<file path="src/rtl/cpu_pkg.sv">
// rtl/cpu_pkg.sv - shared widths, stack depth and command decode for the program counter unit
package cpu_pkg;

  localparam int CPU_W_DEFAULT     = 8;
  localparam int CPU_DEPTH_DEFAULT = 4;

  typedef enum logic [2:0] {
    CMD_HOLD,
    CMD_INC,
    CMD_LOAD,
    CMD_CALL,
    CMD_RET
  } cmd_t;

  // One command per cycle: ret beats call beats load beats increment.
  function automatic cmd_t decode_cmd(input logic ret, input logic call,
                                      input logic lp, input logic c);
    if (ret)       return CMD_RET;
    else if (call) return CMD_CALL;
    else if (lp)   return CMD_LOAD;
    else if (c)    return CMD_INC;
    else           return CMD_HOLD;
  endfunction

endpackage

</file>
<file path="src/rtl/cpu_pcu_lifo.sv">
// rtl/cpu_pcu_lifo.sv - return-address stack with registered occupancy count
module cpu_pcu_lifo #(
  parameter  int W     = 8,
  parameter  int DEPTH = 4,
  localparam int AW    = $clog2(DEPTH),
  localparam int CW    = AW + 1
) (
  input  logic          clk,
  input  logic          rst,
  input  logic          push,
  input  logic          pop,
  input  logic [W-1:0]  din,
  output logic [W-1:0]  dout,
  output logic          full,
  output logic          empty,
  output logic [CW-1:0] count
);

  logic [W-1:0]  mem [DEPTH];
  logic [AW-1:0] top_idx;

  // At count == DEPTH the low bits are zero, so the subtraction wraps to DEPTH-1.
  assign top_idx = count[AW-1:0] - AW'(1);
  assign dout    = mem[top_idx];
  assign full    = (count == CW'(DEPTH));
  assign empty   = (count == '0);

  always_ff @(posedge clk or negedge rst) begin
    if (!rst) begin
      count <= '0;
    end else if (push && !full) begin
      count <= count + CW'(1);
    end else if (pop && !empty) begin
      count <= count - CW'(1);
    end
  end

  always_ff @(posedge clk) begin
    if (push && !full) begin
      mem[count[AW-1:0]] <= din;
    end
  end

endmodule

</file>
<file path="src/rtl/cpu_pcu.sv">
// rtl/cpu_pcu.sv - program counter with jump, increment and optional call/return stack
// Define CPU_PCU_STACK_EN to include the return-address stack; otherwise call/ret are ignored.
module cpu_pcu
  import cpu_pkg::*;
#(
  parameter int W     = CPU_W_DEFAULT,
  parameter int DEPTH = CPU_DEPTH_DEFAULT
) (
  input  logic         clk,
  input  logic         rst,
  input  logic [W-1:0] bus_in,
  input  logic         lp,
  input  logic         c,
  input  logic         call,
  input  logic         ret,
  output logic [W-1:0] bus_out,
  output logic         wrap,
  output logic         stk_full,
  output logic         stk_empty,
  output logic         stk_err
);

  logic [W-1:0] pc;
  logic [W-1:0] pc_nxt;
  logic         wrap_nxt;
  logic [W:0]   inc_full;
  cmd_t         cmd;

  assign inc_full = {1'b0, pc} + (W+1)'(1);
  assign bus_out  = pc;

`ifdef CPU_PCU_STACK_EN
  logic                   full;
  logic                   empty;
  logic                   err_set;
  logic [W-1:0]           top;
  logic [$clog2(DEPTH):0] occ_unused;

  assign cmd = decode_cmd(ret, call, lp, c);

  // The pushed return address is the incremented counter, so a call at all-ones stores 0.
  cpu_pcu_lifo #(
    .W     (W),
    .DEPTH (DEPTH)
  ) u_lifo (
    .clk   (clk),
    .rst   (rst),
    .push  (cmd == CMD_CALL),
    .pop   (cmd == CMD_RET),
    .din   (inc_full[W-1:0]),
    .dout  (top),
    .full  (full),
    .empty (empty),
    .count (occ_unused)
  );

  assign stk_full  = full;
  assign stk_empty = empty;

  always_ff @(posedge clk or negedge rst) begin
    if (!rst) begin
      stk_err <= 1'b0;
    end else if (err_set) begin
      stk_err <= 1'b1;
    end
  end
`else
  logic stack_unused;

  assign stack_unused = call | ret;
  assign cmd          = decode_cmd(1'b0, 1'b0, lp, c);
  assign stk_full     = 1'b0;
  assign stk_empty    = 1'b1;
  assign stk_err      = 1'b0;
`endif

  always_comb begin
    pc_nxt   = pc;
    wrap_nxt = 1'b0;
`ifdef CPU_PCU_STACK_EN
    err_set  = 1'b0;
`endif
    case (cmd)
      CMD_LOAD: pc_nxt = bus_in;
      CMD_INC:  {wrap_nxt, pc_nxt} = inc_full;
`ifdef CPU_PCU_STACK_EN
      CMD_CALL: begin
        if (full) err_set = 1'b1;
        else      pc_nxt  = bus_in;
      end
      CMD_RET: begin
        if (empty) err_set = 1'b1;
        else       pc_nxt  = top;
      end
`endif
      default: ;
    endcase
  end

  always_ff @(posedge clk or negedge rst) begin
    if (!rst) begin
      pc   <= '0;
      wrap <= 1'b0;
    end else begin
      pc   <= pc_nxt;
      wrap <= wrap_nxt;
    end
  end

endmodule
</file>
<file path="config.mk">
export PLATFORM = sky130hd
export DESIGN_NAME = cpu_pcu
export DESIGN_NICKNAME = d
export VERILOG_FILES = /design/src/rtl/cpu_pkg.sv /design/src/rtl/cpu_pcu_lifo.sv /design/src/rtl/cpu_pcu.sv
export SDC_FILE = /design/constraint.sdc
export NUM_CORES = 1
export LEC_CHECK = 0
export ABC_CLOCK_PERIOD_IN_PS = 2400
export CAP_MARGIN = 5
export CORE_AREA = 3 3 40 42
export DETAILED_ROUTE_END_ITERATION = 12
export DIE_AREA = 0 0 43 45
export PLACE_DENSITY = 0.78
export SYNTH_ARGS = -nofsm -noshare
export SYNTH_HDL_FRONTEND = slang
export SYNTH_SLANG_ARGS = --single-unit
</file>
<file path="constraint.sdc">
create_clock -name clk -period 2.4 [get_ports clk]
set_input_delay 0.24 -clock clk [delete_from_list [all_inputs] [get_ports clk]]
set_output_delay 0.24 -clock clk [all_outputs]
set_load 0.005 [all_outputs]
</file>
# After elaboration in Yosys (flattened, before gate mapping)
# Index checks and enable logic that the tools add are counted.
# classes
addsub,1
n_mux,4
eq_ne,2
n_reduce_logical,1
# op_table
cell,count
$pmux 8 s2,1
$add 8x1->9 const B,1
$eq 3x1->1 const B,1
$eq 3x2->1 const B,1
$mux 3,1
$mux 1,2
$reduce_bool 2->1,1
# totals
ff_bits,9
wordCells,10

# Depth between registers and ports, before layout
# depth
word_depth,4
ltp_mapped,4

# Worst setup path after synthesis
# No wires, ideal clock.
# synth_path
path_type,reg2reg
startpoint,"register pc[2], in the netlist bus_out[2]"
endpoint,"register pc[7], in the netlist bus_out[7]"
stages_incl_launch_ff,4
path_buffers,0
setup_time_ns,0.069
t_required_ns,2.331
arrival_time_ns,1.133
setup_slack_ns,1.198
path_cell_list,dfrtp_1 nand4_2 or4_1 nand3_1
# synth_between
elab_chain_cells,2
# synth_lines
element,line,source
"start, declared",cpu_pcu.sv:23,logic [W-1:0] pc;
"start signal, assigned",cpu_pcu.sv:105,pc <= pc_nxt;
$add 8x1->9,cpu_pcu.sv:29,"assign inc_full = {1'b0, pc} + (W+1)'(1);"
$pmux 8 s2,cpu_pcu.sv:83,case (cmd)
# Every way passes these cells.
# A chain may end at the register's enable or synchronous reset.

# Worst setup path in the final report
# layout_path
startpoint,"register pc[2], in the netlist bus_out[2]"
endpoint,output bus_out[2]
# layout_rtl
element,line,source
"end, declared",cpu_pcu.sv:16,"output logic [W-1:0] bus_out,"
# No word-level cell between the ends.

==> impl_results.html <==
<table>
<tr><th>Metric</th><th>Value</th></tr>
<tr><th colspan="2">Logic synthesis</th></tr>
<tr><td>Synth Area per Inst</td><td>9.11 um2</td></tr>
<tr><td>Top cell types by occurrence after synthesis</td><td>sky130_fd_sc_hd__nand2_1, sky130_fd_sc_hd__dfrtp_1, sky130_fd_sc_hd__o21ai_0</td></tr>
<tr><td>Fraction of synthesized cell area taken by the top area cell type</td><td>43.4%</td></tr>
<tr><td>Proportion of synthesized flip-flops having asynchronous set or reset</td><td>100%</td></tr>
<tr><td>Synth Register Bits</td><td>9</td></tr>
<tr><td>Post-Synthesis Cells</td><td>57</td></tr>
<tr><td>Share of synthesized area occupied by flip-flops and latches</td><td>43.4%</td></tr>
<tr><td>Top flip-flop cell by instance count after synthesis</td><td>sky130_fd_sc_hd__dfrtp_1</td></tr>
<tr><td>Yosys warning count</td><td>0</td></tr>
<tr><td>Netlist area before placement</td><td>519 um2</td></tr>
<tr><td>Top post-synthesis cells by area</td><td>sky130_fd_sc_hd__dfrtp_1, sky130_fd_sc_hd__buf_4, sky130_fd_sc_hd__nand2_1</td></tr>
<tr><td>Number of distinct library cells after synthesis</td><td>22</td></tr>
<tr><td>Number of flops mapped to enable cells by yosys</td><td>0</td></tr>
<tr><td>Most frequent cell after synthesis</td><td>sky130_fd_sc_hd__nand2_1</td></tr>
<tr><td>Library cell occupying the most area in the post-synthesis netlist</td><td>sky130_fd_sc_hd__dfrtp_1</td></tr>
<tr><th colspan="2">Detailed routing</th></tr>
<tr><td>WL per Instance</td><td>11.6 um</td></tr>
<tr><td>Via-to-Cell Ratio</td><td>5.01</td></tr>
<tr><td>DRC violation count after routing</td><td>0</td></tr>
<tr><td>Routed vias</td><td>456</td></tr>
<tr><td>Post-Route WL</td><td>1060 um</td></tr>
<tr><td>Router iterations before antenna repair</td><td>4</td></tr>
<tr><td>DR iter-0 viols</td><td>12</td></tr>
<tr><td>Number of nets with antenna violations after routing</td><td>0</td></tr>
<tr><th colspan="2">Timing</th></tr>
<tr><td>Normalized max-slew margin</td><td>66.4%</td></tr>
<tr><td>Endpoints failing hold</td><td>0</td></tr>
<tr><td>Final-layout setup total negative slack</td><td>0 ns</td></tr>
<tr><td>Minimum period implied by the final worst setup slack</td><td>1.49 ns</td></tr>
<tr><td>Hold Slack</td><td>0.274 ns</td></tr>
<tr><td>Highest clock frequency the design can meet</td><td>0.670 GHz</td></tr>
<tr><td>Final-report setup violation count</td><td>0</td></tr>
<tr><td>Setup repair after global routing missed its margin</td><td>no</td></tr>
<tr><td>Number of max-slew violations in the final report</td><td>0</td></tr>
<tr><td>Worst Tran Pin Value</td><td>0.502 ns</td></tr>
<tr><td>Final critical-path share of the clock period</td><td>62.2%</td></tr>
<tr><td>Post-Route Skew</td><td>0.000673 ns</td></tr>
<tr><th colspan="2">Layout</th></tr>
<tr><td>Storage cell area</td><td>225 um2</td></tr>
<tr><td>Antenna Cells</td><td>0</td></tr>
<tr><td>Final net count</td><td>92</td></tr>
<tr><td>Final std cells w/o fill</td><td>91</td></tr>
<tr><td>Share of cells above drive strength 1</td><td>7.89%</td></tr>
<tr><td>Area Overhead vs Synth</td><td>40.0%</td></tr>
<tr><td>Fill cell total of the finished layout</td><td>128</td></tr>
<tr><td>Area of combinational cells with multiple inputs</td><td>253 um2</td></tr>
<tr><th colspan="2">Global route</th></tr>
<tr><td>Wire length of the first global-routing pass</td><td>1700 um</td></tr>
<tr><td>Largest net degree at the start of global routing</td><td>20</td></tr>
<tr><td>Number of global-route vias before repair</td><td>401</td></tr>
<tr><td>GRT Overall Usage</td><td>12.0%</td></tr>
<tr><td>Number of antenna violations at the first check in global routing</td><td>0</td></tr>
<tr><td>Total congestion overflow after global routing</td><td>0</td></tr>
<tr><th colspan="2">Die</th></tr>
<tr><td>Die Footprint</td><td>1940 um2</td></tr>
<tr><td>I/O pin count</td><td>26</td></tr>
<tr><td>Std cell rows</td><td>13</td></tr>
<tr><td>Initial Util</td><td>40.4%</td></tr>
<tr><td>Core outline area</td><td>1280 um2</td></tr>
<tr><td>Y dimension of the die</td><td>45 um</td></tr>
<tr><td>Chip Width</td><td>43 um</td></tr>
<tr><th colspan="2">Clock network</th></tr>
<tr><td>Clock network latency to the later pin of the worst-skew pair</td><td>0.26 ns</td></tr>
<tr><td>Hold buffers post-CTS</td><td>0</td></tr>
<tr><td>Number of buffers created by CTS</td><td>3</td></tr>
<tr><td>Clock sinks</td><td>9</td></tr>
<tr><td>Post-cts gate resize count</td><td>0</td></tr>
<tr><td>Post-CTS setup repair buffer count</td><td>0</td></tr>
<tr><td>Clock Tree Buf Depth</td><td>2</td></tr>
<tr><td>Clock tree from TritonCTS</td><td>built</td></tr>
<tr><td>Clock transition at the registers of the reported paths</td><td>0.06 ns</td></tr>
<tr><td>Buffer cell driving the clock tree root</td><td>sky130_fd_sc_hd__clkbuf_4</td></tr>
<tr><td>H-tree levels</td><td>1</td></tr>
<tr><th colspan="2">Run</th></tr>
<tr><td>Max-cap check violation count</td><td>0</td></tr>
<tr><th colspan="2">Setup path</th></tr>
<tr><td>Data arrival time of the worst path</td><td>1.25 ns</td></tr>
<tr><td>Slowest cell on the critical path</td><td>sky130_fd_sc_hd__clkdlybuf4s50_1</td></tr>
<tr><td>CP delay by family, top</td><td>buffers and inverters</td></tr>
<tr><td>Worst path buffer plus inverter count</td><td>1</td></tr>
<tr><td>Worst R2R Path Depth</td><td>3</td></tr>
<tr><td>Critical Path Stages</td><td>1</td></tr>
<tr><td>Maximum fanout along the worst path</td><td>6</td></tr>
<tr><td>Data required, critical path</td><td>2.16 ns</td></tr>
<tr><td>Startpoint types</td><td>register</td></tr>
<tr><td>Delay of the slowest cell on the worst path</td><td>0.54 ns</td></tr>
<tr><td>Endpoint type of the worst setup path</td><td>output port</td></tr>
<tr><td>Crit Path Class</td><td>register to output port</td></tr>
<tr><td>Cells along the critical path</td><td>clkdlybuf4s50_1</td></tr>
<tr><th colspan="2">Power</th></tr>
<tr><td>Total leakage power</td><td>0.307 nW</td></tr>
<tr><td>Maximum vdd ir drop</td><td>0.000268 V</td></tr>
<tr><td>Areal power density over the cells</td><td>549 nW/um2</td></tr>
<tr><th colspan="2">Worst hold path</th></tr>
<tr><td>Hold/Removal Path Class</td><td>primary input to asynchronous set/reset pin</td></tr>
<tr><th colspan="2">Placement</th></tr>
<tr><td>Buffers on Ports</td><td>20</td></tr>
<tr><td>DP Wirelength</td><td>750 um</td></tr>
<tr><td>Routability congestion estimate from global placement</td><td>0.755</td></tr>
<tr><td>Total placed cells including tap cells</td><td>87</td></tr>
<tr><th colspan="2">Run status</th></tr>
<tr><td>Result of the run</td><td>finished, final reports clean</td></tr>
</table>
placed cells by master (no fill, tap or decap), drive strengths merged:
cell type / n
dfrtp: 9
mux2i: 1
inv: 1
or2: 1
ha: 1
nor2b: 2
xor2: 3
nand2: 10
clkdlybuf4s50: 20
or4: 2
nand3: 2
o211ai: 1
o21ai: 7
conb: 3
xnor2: 1
a41o: 1
nand2b: 1
clkbuf: 4
and3: 1
nor3: 1
nand4: 4
registers in the layout, summed over array words and instances (netlist names):
signal   flops
bus_out      8
wrap         1
layer usage:
metal  vias up  part of all wire (%)  track usage, %
li1        232                     -               -
met1       205                    44            15.2
met2        15                    46            18.0
met3         4                   7.3            3.98
met4         0                   2.4            7.23
met5         -                     0               0
power breakdown:
| group | leakage (nW) | switching, W | internal, W |
|---|---|---|---|
| clock | 0.0150 | 0.0000543 | 0.0000642 |
| combinational | 0.181 | 0.0000347 | 0.0000589 |
| sequential | 0.111 | 0.0000203 | 0.000167 |
stage by stage:
step | util [%] | setup WS, ns | area [um2] | total power, W
floorplan | - | 1.20 | 523 | 0.000230
global placement | 54.5 | 0.687 | 701 | 0.000281
detailed placement | 54.5 | 0.688 | 701 | 0.000283
CTS | 56.6 | 0.903 | 727 | 0.000404
global route | 56.6 | 0.843 | 727 | 0.000425
finish | 56.6 | 0.908 | 727 | 0.000399
logic make-up (layout without fill, tap and decap cells):
kind of cell	after synthesis	after routing	synth area share, %
AND/OR/NAND/NOR	24	24	25.1
AO/OA/AOI/OAI	9	9	10.4
flip-flops	9	9	43.4
buffers and inverters	7	25	8.67
XOR/XNOR	4	4	6.75
other	2	3	1.45
adder cells (fa/ha/maj)	1	1	2.41
multiplexers	1	1	1.93
area by class of cell:
type                       instances  share of cell area (%)
multi-input combinational         42                    34.8
tap                               15                    2.58
timing repair buffer              20                    27.5
sequential                         9                    31.0
clock buffer                       4                    3.61
inverter                           1                   0.516
final timing paths:
check | startpoint | slack (ns) | to
max in group asynchronous | rst | 1.84 | bus_out[4]
min in group clk | bus_out[7] | 0.54 | wrap
max reg2reg | bus_out[2] | 1.11 | bus_out[7]
min reg2reg | bus_out[7] | 0.54 | wrap
min | rst | 0.27 | bus_out[7]
max | bus_out[2] | 0.91 | bus_out[2]
No activity file was read; power rests on OpenSTA's default activity.
